--- config.mk ---
export PLATFORM = sky130hd
export DESIGN_NAME = spike_rate_decoder_flat
export DESIGN_NICKNAME = d
export VERILOG_FILES = /design/src/rtl/spike_rate_decoder_if.sv /design/src/rtl/spike_rate_decoder.sv /design/src/flat_wrapper.sv
export SDC_FILE = /design/constraint.sdc
export NUM_CORES = 1
export LEC_CHECK = 0
export ABC_AREA = 1
export CORE_AREA = 5 5 83 85
export DETAILED_ROUTE_END_ITERATION = 10
export DIE_AREA = 0 0 88 90
export DONT_BUFFER_PORTS = 1
export PLACE_DENSITY = 0.7
export SLEW_MARGIN = 25
export SYNTH_ARGS = -nofsm -noshare
export SYNTH_HDL_FRONTEND = slang
export SYNTH_SLANG_ARGS = --single-unit
--- constraint.sdc ---
create_clock -name clk -period 1.8 [get_ports clk]
set_clock_uncertainty 0.1 [all_clocks]
set_input_delay 0.18 -clock clk [delete_from_list [all_inputs] [get_ports clk]]
set_output_delay 0.18 -clock clk [all_outputs]
set_load 0.02 [all_outputs]
--- src/rtl/spike_rate_decoder_if.sv ---
// Spike-train input and decoded-result output bundle for spike_rate_decoder.
// master = decoder side, slave = spike source / result consumer side.
interface spike_rate_decoder_if #(
    parameter int CNT_W = 8,
    parameter int WIN_W = 10
);
    logic             spike;
    logic             enable;
    logic [WIN_W-1:0] window;
    logic [CNT_W-1:0] rate;
    logic [WIN_W-1:0] first_spike;
    logic             out_valid;
    logic             out_ready;
    logic             overrun;
    logic             clear_overrun;

    modport master (
        input  spike, enable, window, out_ready, clear_overrun,
        output rate, first_spike, out_valid, overrun
    );

    modport slave (
        output spike, enable, window, out_ready, clear_overrun,
        input  rate, first_spike, out_valid, overrun
    );
endinterface

--- src/rtl/spike_rate_decoder.sv ---
// Counts spikes and time-to-first-spike over a programmable window; result one cycle after the last sample.
// One-entry output register: a result arriving while the held one is unconsumed is dropped and sets overrun.
module spike_rate_decoder #(
    parameter int CNT_W = 8,
    parameter int WIN_W = 10
) (
    input  logic                  clk,
    input  logic                  rst_n,
    spike_rate_decoder_if.master  bus
);
    typedef enum logic {IDLE, COUNT} state_t;

    localparam logic [WIN_W-1:0] NO_SPIKE = '1;
    localparam logic [CNT_W-1:0] CNT_MAX  = '1;

    state_t           state, state_nx;
    logic [WIN_W-1:0] len, len_nx;
    logic [WIN_W-1:0] idx, idx_nx;
    logic [CNT_W-1:0] cnt, cnt_nx;
    logic [WIN_W-1:0] first, first_nx;
    logic             res_vld;

    logic [CNT_W-1:0] rate_q;
    logic [WIN_W-1:0] first_q;
    logic             valid_q;
    logic             overrun_q;

    logic [WIN_W-1:0] win_len;
    logic             last;
    logic [CNT_W-1:0] cnt_inc;
    logic [WIN_W-1:0] first_upd;

    assign win_len   = (bus.window == '0) ? WIN_W'(1) : bus.window;
    assign last      = (idx == len - WIN_W'(1));
    // Values including this cycle's spike; they feed both the running state and the result.
    assign cnt_inc   = (bus.spike && cnt != CNT_MAX) ? cnt + CNT_W'(1) : cnt;
    assign first_upd = (bus.spike && first == NO_SPIKE) ? idx : first;

    always_comb begin
        state_nx = state;
        len_nx   = len;
        idx_nx   = idx;
        cnt_nx   = cnt;
        first_nx = first;
        res_vld  = 1'b0;
        case (state)
            IDLE: begin
                if (bus.enable) begin
                    len_nx   = win_len;
                    idx_nx   = '0;
                    cnt_nx   = '0;
                    first_nx = NO_SPIKE;
                    state_nx = COUNT;
                end
            end
            COUNT: begin
                if (last) begin
                    res_vld = 1'b1;
                    if (bus.enable) begin
                        len_nx   = win_len;
                        idx_nx   = '0;
                        cnt_nx   = '0;
                        first_nx = NO_SPIKE;
                    end else begin
                        state_nx = IDLE;
                    end
                end else if (!bus.enable) begin
                    state_nx = IDLE;
                end else begin
                    idx_nx   = idx + WIN_W'(1);
                    cnt_nx   = cnt_inc;
                    first_nx = first_upd;
                end
            end
            default: state_nx = IDLE;
        endcase
    end

    always_ff @(posedge clk) begin
        if (!rst_n) begin
            state     <= IDLE;
            len       <= '0;
            idx       <= '0;
            cnt       <= '0;
            first     <= '0;
            rate_q    <= '0;
            first_q   <= '0;
            valid_q   <= 1'b0;
            overrun_q <= 1'b0;
        end else begin
            state <= state_nx;
            len   <= len_nx;
            idx   <= idx_nx;
            cnt   <= cnt_nx;
            first <= first_nx;

            if (res_vld && (!valid_q || bus.out_ready)) begin
                rate_q  <= cnt_inc;
                first_q <= first_upd;
                valid_q <= 1'b1;
            end else if (valid_q && bus.out_ready) begin
                valid_q <= 1'b0;
            end

            // A drop in the same cycle as a clear leaves the flag set.
            if (res_vld && valid_q && !bus.out_ready)
                overrun_q <= 1'b1;
            else if (bus.clear_overrun)
                overrun_q <= 1'b0;
        end
    end

    assign bus.rate        = rate_q;
    assign bus.first_spike = first_q;
    assign bus.out_valid   = valid_q;
    assign bus.overrun     = overrun_q;
endmodule

--- src/flat_wrapper.sv ---
// flat-port wrapper written by rule: the top's interface ports become plain ports
module spike_rate_decoder_flat 
#(
    parameter int CNT_W = 8,
    parameter int WIN_W = 10
)
  (clk, rst_n, bus_spike, bus_enable, bus_window, bus_out_ready, bus_clear_overrun, bus_rate, bus_first_spike, bus_out_valid, bus_overrun);
  spike_rate_decoder_if #(.CNT_W(CNT_W), .WIN_W(WIN_W)) bus_i ();
  input  logic clk;
  input  logic rst_n;
  input wire logic [$bits(bus_i.spike)-1:0] bus_spike;
  input wire logic [$bits(bus_i.enable)-1:0] bus_enable;
  input wire logic [$bits(bus_i.window)-1:0] bus_window;
  input wire logic [$bits(bus_i.out_ready)-1:0] bus_out_ready;
  input wire logic [$bits(bus_i.clear_overrun)-1:0] bus_clear_overrun;
  output wire logic [$bits(bus_i.rate)-1:0] bus_rate;
  output wire logic [$bits(bus_i.first_spike)-1:0] bus_first_spike;
  output wire logic [$bits(bus_i.out_valid)-1:0] bus_out_valid;
  output wire logic [$bits(bus_i.overrun)-1:0] bus_overrun;
  assign bus_i.spike = bus_spike;
  assign bus_i.enable = bus_enable;
  assign bus_i.window = bus_window;
  assign bus_i.out_ready = bus_out_ready;
  assign bus_i.clear_overrun = bus_clear_overrun;
  assign bus_rate = bus_i.rate;
  assign bus_first_spike = bus_i.first_spike;
  assign bus_out_valid = bus_i.out_valid;
  assign bus_overrun = bus_i.overrun;
  spike_rate_decoder #(.CNT_W(CNT_W), .WIN_W(WIN_W)) u_core (.clk(clk), .rst_n(rst_n), .bus(bus_i));
endmodule
==> reports/summary.txt <==
Max Slew Vio Count - 0
Num rows - 29
Root Driver - clkbuf_8
Synth unique cells - 27
Antenna violations before repair - 0
GRT overflow - 0
Simple-gate share of the synthesized area - 38.28%
Die area - 7920 sq um
# fillers - 518
Ys Warns - 0
Nets - 591
DP HPWL - 5369 um
Core Area - 6132 sq um
Setup slack, reg-to-reg - -0.26 ns
Max-Cap Viols - 0
Final Hold Vio Count - 37
Most frequent cells in the layout - 145 x nand2_1, 84 x inv_1, 55 x dfxtp_1
Max VDD drop - 0.4799 mV
Sequential cell area fraction in the yosys report - 36.65%
Fin Hold WS - -0.1483 ns
Antenna Nets Post-Route - 0
Slew @ Worst Pin - 0.8168 ns
1st-pass router iterations - 5
Port Buffers - 0
CTS tree - done
Complex-gate fraction of the synthesized area - 6.056%
Synth top area share - 36.65%
Skew-Pair Late Insertion Delay - 0.34 ns
Ratio of cells with drive above 1 in the final layout - 22.78%
Dominant cell type by area after synthesis - dfxtp_1
Largest net degree at the start of global routing - 40
Final min period - 2.065 ns
Outcome - finished with violations
Leak - 0.001947 uW
Via count - 3,281
#FFs+latches synth - 59
PwrDens - 766.8 nW/um^2
Critical path startpoint category - flip-flop
Period utilisation layout - 114.7%
Die Width - 88 um
CP required - 1.93 ns
Clk sinks - 59
Final-report setup violation count - 58
First DRT Iteration DRCs - 167
Chip height - 90 um
Worst min path class - in -> reg
Synth area leaders - dfxtp_1 37%, nand2_1 19%, inv_1 10%
FMAX - 484.3 MHz
H-tree depth - 3
Commonest non-fill, non-tap cell in the layout - nand2_1
Clk slew on worst S/H paths - 0.07 ns
Critical path class - reg -> reg
Worst path arrival time - 2.20 ns
Gpl congestion - 0.8333
Placed instance area - 3565 sq um
Unrepaired setup endpoints after global routing - yes
Critical path launch point - u_core.len[0]
Num CTS Buffers - 9
Drc violations - 0
Final instance area - 4184 sq um
IO Pins - 36
Crit. End Element - flip-flop
Place WS - -0.3431 ns
Final worst setup slack - -0.2648 ns
Xor/xnor cell area share of the yosys netlist - 4.348%
Mapped Cells - 519
Setup_tns - -11.95 ns
DR WL/cell - 12.90 um
Hold Startpoint - rst_n
Mapped Area - 3223 sq um
Number of global-route vias before repair - 2,917
Syn Area/Cell - 6.210 sq um
Vias per cell - 5.032
Adder-cell share of the synthesized area - 1.165%
Antenna cells - 0
Main combinational cell family by area after synthesis - simple AND/OR/NAND/NOR gates
Failing checks - hold timing, setup timing
Max_slew headroom - 45.37%
Clock Tree Buf Depth - 2
Detailed Route WL - 8412 um
Initial Utilization - 52.56%
Final Core Density - 68.23%
P&R area growth vs syn - 29.81%
Worst R2R Start - u_core.len[0]
Syn nets - 538
Crit path max fanout - 5
Share of cell area taken by muxes after synthesis - 0%
Global-route wire length before repair - 13,530 um
Total GRT Usage - 21.23%
-- worst max-delay path, stage by stage, from the launching register on --
cell and delay (ns):
dfxtp_2 0.32, inv_2 0.09, ha_4 0.19, nand2_4 0.07, nor2_4 0.10, nand3_2 0.07
nand2_2 0.08, nand2_2 0.06, nor2_4 0.13, nand4_1 0.16, nand2_2 0.20, buf_2 0.19
nand3b_1 0.08, nand2_1 0.09, nor2_1 0.03
-- final cells by class --
| cell class | count | area, sq um | share of cell area (%) |
|---|---|---|---|
| Multi-Input combinational cell | 356 | 1869 | 44.68 |
| Tap cell | 77 | 96.34 | 2.303 |
| Inverter | 91 | 341.6 | 8.164 |
| Clock buffer | 12 | 155.1 | 3.708 |
| Timing Repair Buffer | 55 | 475.5 | 11.36 |
| Sequential cell | 59 | 1186 | 28.35 |
| Clock inverter | 2 | 60.06 | 1.435 |
-- stage by stage --
step           power [uW]  instances
2_1_floorplan        1664        519
3_3_place_gp         1736        620
3_5_place_dp         1743        620
4_1_cts              3153        649
5_1_grt              3342        652
6_report             3208        652
-- final timing paths --
check / endpoint / cells past startpoint
worst max-delay path: u_core.len[5] / 14
worst min-delay path: u_core.bus.first_spike[4] / 2
worst max register to register: u_core.len[5] / 14
worst min register to register: u_core.len[4] / 2
-- routing by layer --
metal	vias to the layer above	track usage, %	part of all wire [%]
met5	-	0	0
met1	1487	29.25	46
li1	1685	-	-
met2	94	32.66	47
met4	0	8.184	1.7
met3	15	3.656	5.3
-- state kept, by name, summed over array words and instances (netlist names) --
name and flops:
u_core.bus.overrun 1, u_core.state 1, u_core.cnt 8, u_core.bus.rate 8, u_core.bus.first_spike 10, u_core.len 10
u_core.first 10, u_core.bus.out_valid 1, u_core.idx 10
-- Yosys cell counts (all sizes together) --
cell / instances
a21oi: 20
a31oi: 1
buf: 10
clkbuf: 6
clkinv: 2
dfxtp: 59
ha: 3
inv: 89
nand2: 167
nand3: 26
nand3b: 5
nand4: 12
nor2: 76
nor3: 7
nor4: 2
o21ai: 17
or2: 1
xnor2: 4
xor2: 12
-- power by group --
group          total (uW)  switching [uW]  leakage (uW)  internal (uW)
Sequential           1390            36.3      0.000483           1350
Clock                1360             520      0.000109            841
Combinational         462             272       0.00136            190
Total                3210             828       0.00195           2380
-- cells by family after synthesis --
group / count (synthesis)
flops: 59
compound gates: 38
xor+xnor: 16
simple gates: 296
fa+ha+maj: 3
buf+inv: 107
-- what timing repair did --
action | in CTS | in global routing
pin swaps | 6 | 13
endpoints found under the hold margin | 52 | 44
buffers inserted | 2 | 0
resized for setup | 28 | 52
hold buffers | 10 | 2
endpoints found under the setup margin | 58 | 58
gates cloned | 3 | 2
(Power assumes the default switching activity.)
